==> config.mk <==
export PLATFORM = sky130hd
export DESIGN_NAME = commit_trace_serializer
export DESIGN_NICKNAME = d
export VERILOG_FILES = /design/src/rtl/commit_trace_serializer.sv
export SDC_FILE = /design/constraint.sdc
export NUM_CORES = 2
export LEC_CHECK = 0
export ABC_CLOCK_PERIOD_IN_PS = 17850
export BUFFER_PORTS_ARGS = -buffer_cell sky130_fd_sc_hd__buf_2
export CAP_MARGIN = 5
export CORE_MARGIN = 4
export CORE_UTILIZATION = 55
export DETAILED_ROUTE_END_ITERATION = 10
export GPL_ROUTABILITY_DRIVEN = 0
export PLACE_DENSITY_LB_ADDON = 0.12
export SLEW_MARGIN = 10
export SYNTH_ARGS = -nofsm -noshare
export SYNTH_HDL_FRONTEND = slang
export SYNTH_SLANG_ARGS = --single-unit
==> constraint.sdc <==
create_clock -name clk_i -period 17.85 [get_ports clk_i]
set_clock_uncertainty 0.05 [all_clocks]
set_input_delay 1.785 -clock clk_i [delete_from_list [all_inputs] [get_ports clk_i]]
set_output_delay 1.785 -clock clk_i [all_outputs]
set_load 0.05 [all_outputs]
==> src/rtl/commit_trace_serializer.sv <==
// commit_trace_serializer
//   Captures the two register-file write ports once per retired step, packs
//   each write into a record (header, key words, value words) and streams the
//   words over a valid/ready link to the DPI bridge.
// Ports:
//   clk_i, rst_ni                 clock, async active-low reset
//   we1_i/wa1_i/wd1_i             write port 1 (enable, key, value)
//   we2_i/wa2_i/wd2_i             write port 2 (enable, key, value)
//   step_i                        this cycle's writes close the current step
//   in_ready_o                    at least two free record slots
//   word_o/word_valid_o           stream word and its valid
//   word_ready_i                  consumer accepts word
//   word_sop_o/word_eop_o         header word / last word of record
//   overflow_o                    sticky: records were dropped
module commit_trace_serializer #(
  parameter int unsigned DPI_WIDTH       = 32,
  parameter int unsigned KEY_WIDTH       = 64,
  parameter int unsigned VALUE_WIDTH     = 128,
  parameter int unsigned MAX_ENTRY_COUNT = 16,
  parameter int unsigned FIFO_DEPTH      = 8
) (
  input  logic                   clk_i,
  input  logic                   rst_ni,
  input  logic                   we1_i,
  input  logic [KEY_WIDTH-1:0]   wa1_i,
  input  logic [VALUE_WIDTH-1:0] wd1_i,
  input  logic                   we2_i,
  input  logic [KEY_WIDTH-1:0]   wa2_i,
  input  logic [VALUE_WIDTH-1:0] wd2_i,
  input  logic                   step_i,
  output logic                   in_ready_o,
  output logic [DPI_WIDTH-1:0]   word_o,
  output logic                   word_valid_o,
  input  logic                   word_ready_i,
  output logic                   word_sop_o,
  output logic                   word_eop_o,
  output logic                   overflow_o
);
  localparam int unsigned KW = KEY_WIDTH / DPI_WIDTH;
  localparam int unsigned VW = VALUE_WIDTH / DPI_WIDTH;
  localparam int unsigned PW = $clog2(FIFO_DEPTH);
  localparam int unsigned CW = $clog2(FIFO_DEPTH + 1);
  localparam int unsigned IW = $clog2(MAX_ENTRY_COUNT + 1);
  localparam int unsigned WW = $clog2(((KW > VW) ? KW : VW) + 1);

  typedef struct packed {
    logic                   step_end;
    logic                   empty;
    logic [7:0]             idx;
    logic [KEY_WIDTH-1:0]   key;
    logic [VALUE_WIDTH-1:0] val;
  } rec_t;

  typedef enum logic [1:0] {IDLE, HDR, KEY, VAL} state_e;

  function automatic logic [DPI_WIDTH-1:0] hdr_word(input rec_t r);
    logic [DPI_WIDTH-1:0] h;
    h       = '0;
    h[0]    = r.step_end;
    h[1]    = r.empty;
    h[15:8] = r.idx;
    return h;
  endfunction

  rec_t          mem_q [FIFO_DEPTH];
  logic [PW-1:0] wr_ptr_q, rd_ptr_q;
  logic [CW-1:0] count_q;
  logic [IW-1:0] idx_q;
  logic          ovf_q;

  // ---------------- record generation and admission ----------------
  rec_t          c0, c1;
  logic [1:0]    n;
  logic [CW-1:0] free;
  logic          fit, acc0, acc1, drop, pop;
  logic [IW-1:0] idx1;

  always_comb begin
    c0 = '0;
    c1 = '0;
    n  = 2'd0;
    if (we1_i && we2_i && (wa1_i == wa2_i)) begin
      c0.key = wa2_i; c0.val = wd2_i; n = 2'd1;
    end else if (we1_i && we2_i) begin
      c0.key = wa1_i; c0.val = wd1_i;
      c1.key = wa2_i; c1.val = wd2_i; n = 2'd2;
    end else if (we1_i) begin
      c0.key = wa1_i; c0.val = wd1_i; n = 2'd1;
    end else if (we2_i) begin
      c0.key = wa2_i; c0.val = wd2_i; n = 2'd1;
    end else if (step_i) begin
      c0.empty = 1'b1; n = 2'd1;
    end
    if (step_i) begin
      if (n == 2'd2) c1.step_end = 1'b1;
      else           c0.step_end = 1'b1;
    end
    free = CW'(FIFO_DEPTH) - count_q;
    fit  = free >= CW'(n);
    // A record rejected by the index limit leaves the index untouched, so the
    // second record inherits the same (already out-of-range) index.
    acc0 = (n != 2'd0) && fit && (idx_q < IW'(MAX_ENTRY_COUNT));
    idx1 = idx_q + IW'(acc0);
    acc1 = (n == 2'd2) && fit && (idx1 < IW'(MAX_ENTRY_COUNT));
    c0.idx = 8'(idx_q);
    c1.idx = 8'(idx1);
    drop = ((n != 2'd0) && !acc0) || ((n == 2'd2) && !acc1);
  end

  // ---------------- record FIFO ----------------
  always_ff @(posedge clk_i) begin
    if (acc0) mem_q[wr_ptr_q] <= c0;
    if (acc1) mem_q[wr_ptr_q + PW'(1)] <= c1;
  end

  always_ff @(posedge clk_i or negedge rst_ni) begin
    if (!rst_ni) begin
      wr_ptr_q <= '0;
      rd_ptr_q <= '0;
      count_q  <= '0;
      idx_q    <= '0;
      ovf_q    <= 1'b0;
    end else begin
      wr_ptr_q <= wr_ptr_q + PW'(acc0) + PW'(acc1);
      rd_ptr_q <= rd_ptr_q + PW'(pop);
      count_q  <= count_q + CW'(acc0) + CW'(acc1) - CW'(pop);
      idx_q    <= step_i ? '0 : (idx_q + IW'(acc0) + IW'(acc1));
      if (drop) ovf_q <= 1'b1;
    end
  end

  assign in_ready_o = count_q <= CW'(FIFO_DEPTH - 2);
  assign overflow_o = ovf_q;

  // ---------------- output stream ----------------
  state_e                 state_q;
  logic [WW-1:0]          cnt_q, cnt_nx;
  logic [DPI_WIDTH-1:0]   word_q;
  logic                   valid_q, sop_q, eop_q, empty_q;
  logic [KEY_WIDTH-1:0]   key_q;
  logic [VALUE_WIDTH-1:0] val_q;
  logic                   xfer, ld_en;
  rec_t                   ld_rec;

  // The head record stays in the FIFO until its header is accepted; an empty
  // record that completes in HDR therefore takes its successor from head+1.
  always_comb begin
    xfer   = valid_q && word_ready_i;
    pop    = xfer && (state_q == HDR);
    cnt_nx = cnt_q + WW'(1);
    ld_en  = ((state_q == IDLE) && (count_q != '0)) ||
             (pop && empty_q && (count_q >= CW'(2))) ||
             (xfer && (state_q == VAL) && (cnt_q == WW'(VW - 1)) && (count_q != '0));
    ld_rec = (state_q == HDR) ? mem_q[rd_ptr_q + PW'(1)] : mem_q[rd_ptr_q];
  end

  always_ff @(posedge clk_i or negedge rst_ni) begin
    if (!rst_ni) begin
      state_q <= IDLE;
      cnt_q   <= '0;
      word_q  <= '0;
      valid_q <= 1'b0;
      sop_q   <= 1'b0;
      eop_q   <= 1'b0;
      empty_q <= 1'b0;
      key_q   <= '0;
      val_q   <= '0;
    end else if (ld_en) begin
      state_q <= HDR;
      cnt_q   <= '0;
      word_q  <= hdr_word(ld_rec);
      valid_q <= 1'b1;
      sop_q   <= 1'b1;
      eop_q   <= ld_rec.empty;
      empty_q <= ld_rec.empty;
      key_q   <= ld_rec.key;
      val_q   <= ld_rec.val;
    end else if (xfer) begin
      unique case (state_q)
        HDR: begin
          if (empty_q) begin
            state_q <= IDLE; valid_q <= 1'b0; sop_q <= 1'b0; eop_q <= 1'b0; word_q <= '0;
          end else begin
            state_q <= KEY; cnt_q <= '0; word_q <= key_q[DPI_WIDTH-1:0];
            sop_q <= 1'b0; eop_q <= 1'b0;
          end
        end
        KEY: begin
          if (cnt_q == WW'(KW - 1)) begin
            state_q <= VAL; cnt_q <= '0; word_q <= val_q[DPI_WIDTH-1:0];
            eop_q <= (VW == 1);
          end else begin
            cnt_q  <= cnt_nx;
            word_q <= key_q[32'(cnt_nx) * DPI_WIDTH +: DPI_WIDTH];
          end
        end
        VAL: begin
          if (cnt_q == WW'(VW - 1)) begin
            state_q <= IDLE; valid_q <= 1'b0; sop_q <= 1'b0; eop_q <= 1'b0; word_q <= '0;
          end else begin
            cnt_q  <= cnt_nx;
            word_q <= val_q[32'(cnt_nx) * DPI_WIDTH +: DPI_WIDTH];
            eop_q  <= (cnt_nx == WW'(VW - 1));
          end
        end
        default: begin
          state_q <= IDLE; valid_q <= 1'b0; sop_q <= 1'b0; eop_q <= 1'b0; word_q <= '0;
        end
      endcase
    end
  end

  assign word_o       = word_q;
  assign word_valid_o = valid_q;
  assign word_sop_o   = sop_q;
  assign word_eop_o   = eop_q;

endmodule

==> impl_metrics.toml <==
[yosys]
synth.most_common_cell = "edfxtp_1"
synth_cells = 7393
ys_warn_count = 0
yosys_register_bits = 1841
synthFlopType = "edfxtp_1"
synth_area_per_cell_um2 = 13.71
synth_top_area_share_pct = 46.93
synth_cell_type_count = 57
mappedNetlistArea_um2 = 101400
synth_top_area_cell = "edfxtp_1"
synthTopCellsByCount = "edfxtp_1, o2bb2ai_1, nand2_1"
synthTopCellsByArea = "edfxtp_1, mux4_2, o2bb2ai_1, dfrtp_1, nand2_1"
async_flop_share_pct = 13.53
ys_seq_area_share_pct = 53.23
synth_edf_count = 1584

[sta]
fmax_ghz = 0.1017
setup_tns_ns = 0
drv_slew = 0
slew_headroom_pct = 10.16
worst_pin_slew_ns = 1.333
fin_crit_sh_pct = 55.07
hold_viol = 0
rsz0062_at_grt = "false"
hold_slack_ns = 0.4350
period_needed_ns = 9.829
finalSetupViolCount = 0

[finish]
area_growth_pct = 9.479
fin_area_um2 = 111000
multi_input_area_um2 = 43870
stdcell_count = 9967
drive_above_1_share_pct = 26.08
fill_cells = 14190
seq_area_um2 = 53970
fin_nets = 7711

[status]
outcome = "completed"

[setup_path]
required_ns = 18.26
cp_max_fo = 51
crit_path_start_kind = "input port"
arrival_ns = 10.24
worstSetupEndpointType = "flip-flop"
r2r.worst_path.cells = 15
worst-setup-path-type = "input port to flip-flop"
r2r_slack_ns = 10.97

[job]
drv_cap = 0

[clocking]
cts_resized = 0
cts_buffer_depth = 3
clock-root-buffer = "clkbuf_16"
post_cts_buffers = 0
cts_made_buffers = 195
cts.sinks = 1841
ctsHoldBuffers = 0
clk_latency_ns = 0.86
cts.clk_slew.worst_paths_ns = 0.06
tritoncts = "done"
cts_max_level = 4

[detailed_routing]
drc = 0
totalWireLength_um = 373000
drtAntennaViolNets = 0
firstDrtPassIters = 7
routedWlPerCell_um = 37.43
route.vias.total = 75780
drt_iter0_markers = 11700
vias_per_cell = 7.603

[power_and_ir_drop]
power_mw = 25.19
power.share.combinational_pct = 50.7
ir_drop_mv = 0.4279
switching_share_pct = 43.49
clock_power_share_pct = 16.1
switchingPower_mw = 10.96
power.leakage_nw = 35.31
powerDensity_nw_per_um2 = 227.0
seq_power_share_pct = 33.2
p_int_mw = 14.24

[global_route]
grt-ovfl-total = 0
grt_first_pass_wirelength_um = 533400
antenna_found_initial = 65
grt_usage_pct = 38.44
grt_max_degree = 317
grt_pass1_vias = 74430

[floorplanning]
design.core.area_um2 = 183100
initial_core_util_pct = 55.37
row_count = 157
io_pins = 427
die_w_um = 437.3
die_area_um2 = 191200
die_h_um = 437.3

[place]
dpl-instance-area_um2 = 104600
portBuffers = 426
dp_cells = 9557
place_hpwl_um = 214800

[min_path]
hp-class = "flip-flop to flip-flop"
holdPathStages = 2
-- placed cells by master, fill, tap and decap left out, drive strengths merged, types with 6 or more instances in the layout --
cell | netlist | routed
mux2 | 199 | 199
nand3 | 205 | 205
o211ai | 9 | 9
clkinv | 0 | 82
nor2b | 6 | 6
a21boi | 9 | 9
bufinv | 0 | 10
xnor2 | 9 | 9
a21o | 9 | 9
dfxtp | 8 | 8
a21oi | 67 | 67
nor2 | 21 | 21
and3 | 66 | 66
mux4 | 828 | 828
o21ai | 503 | 503
nand2 | 910 | 910
o2bb2ai | 1024 | 1024
nor3 | 6 | 6
edfxtp | 1584 | 1584
nor3b | 11 | 11
a222oi | 32 | 32
a2bb2oi | 6 | 6
conb | 1 | 8
inv | 22 | 27
dfrtp | 249 | 249
mux2i | 35 | 35
clkbuf | 363 | 269
diode | 0 | 41
buf | 533 | 589
nor4 | 17 | 17
and2 | 12 | 12
o22ai | 512 | 512
xor2 | 70 | 70
ha | 27 | 27
nand4b | 9 | 9
-- metal layers --
| layer | GRT usage (%) | part of all wire, % | vias up |
|---|---|---|---|
| met3 | 10.91 | 14 | 1186 |
| met2 | 57.18 | 45 | 5945 |
| met5 | 0 | 0.062 | - |
| li1 | - | - | 30060 |
| met1 | 50.71 | 35 | 38560 |
| met4 | 22.88 | 6.7 | 34 |
-- final timing paths --
path                               start       endpoint
max                            wa2_i[53]   mem_q[2][57]
min                        mem_q[6][197]  mem_q[6][197]
max reg2reg                   count_q[1]   mem_q[2][57]
min reg2reg                mem_q[6][197]  mem_q[6][197]
max in group asynchronous         rst_ni      val_q[62]
min in group asynchronous         rst_ni     count_q[2]
-- worst max-delay path, cell delays in order --
cell,delay (ns)
buf_2,0.11
xor2_1,0.38
nor4_1,0.81
nand4_1,0.43
o41a_1,0.52
and2_2,0.34
nor2_1,0.14
ha_1,0.25
nand2b_1,0.17
a211oi_1,0.38
a211o_1,0.43
inv_2,0.14
ha_1,0.22
ha_1,0.36
nand3_1,0.20
xnor2_1,0.09
a21oi_1,0.52
nand4b_1,0.28
nand2_4,0.91
buf_4,0.75
buf_4,0.88
-- power by group through the flow --
stage	Sequential [mW]	Clock [mW]	Combinational [mW]
2_1_floorplan	8.16	0	8.24
3_3_place_gp	8.24	0	12.3
3_5_place_dp	8.37	0	12.5
4_1_cts	8.30	4.05	12.5
5_1_grt	8.51	4.23	13.3
6_report	8.38	4.04	12.8
-- through the flow --
step                worst slack, ns  util, %
finish                        8.021    60.61
global route                  7.843    60.58
CTS                           8.335    60.54
detailed placement            7.440    57.13
global placement              7.387    57.13
floorplan                     7.121        -
-- cell type report --
| cell class | instances | area share (%) |
|---|---|---|
| Sequential cell | 1841 | 48.64 |
| Multi-Input combinational cell | 4641 | 39.53 |
| Clock buffer | 268 | 4.925 |
| Timing Repair Buffer | 590 | 3.257 |
| Tap cell | 2464 | 2.778 |
| Clock inverter | 100 | 0.7081 |
| Antenna cell | 41 | 0.09245 |
| Inverter | 22 | 0.07441 |
-- logic make-up (layout without fill, tap and decap cells) --
family | after synthesis | after routing | synth area share, %
AOI/OAI and AO/OA | 2184 | 2184 | 15.50
xor gates and xnor gates | 79 | 79 | 0.6826
adders and majority gates | 30 | 30 | 0.3925
buffers and inverters | 918 | 980 | 3.843
DFF | 1841 | 1841 | 53.23
muxes | 1062 | 1062 | 20.95
other | 1 | 49 | 0.003700
and+or+nand+nor | 1278 | 1278 | 5.399
-- flip-flops by register name (all words and copies together), names as in the netlist --
| register | cells |
|---|---|
| word_valid_o | 1 |
| idx_q | 5 |
| wr_ptr_q | 3 |
| word_eop_o | 1 |
| state_q | 2 |
| mem_q | 1592 |
| cnt_q | 3 |
| empty_q | 1 |
| rd_ptr_q | 3 |
| count_q | 4 |
| val_q | 128 |
| word_o | 32 |
| word_sop_o | 1 |
| key_q | 64 |
| overflow_o | 1 |
(Power assumes the default switching activity.)
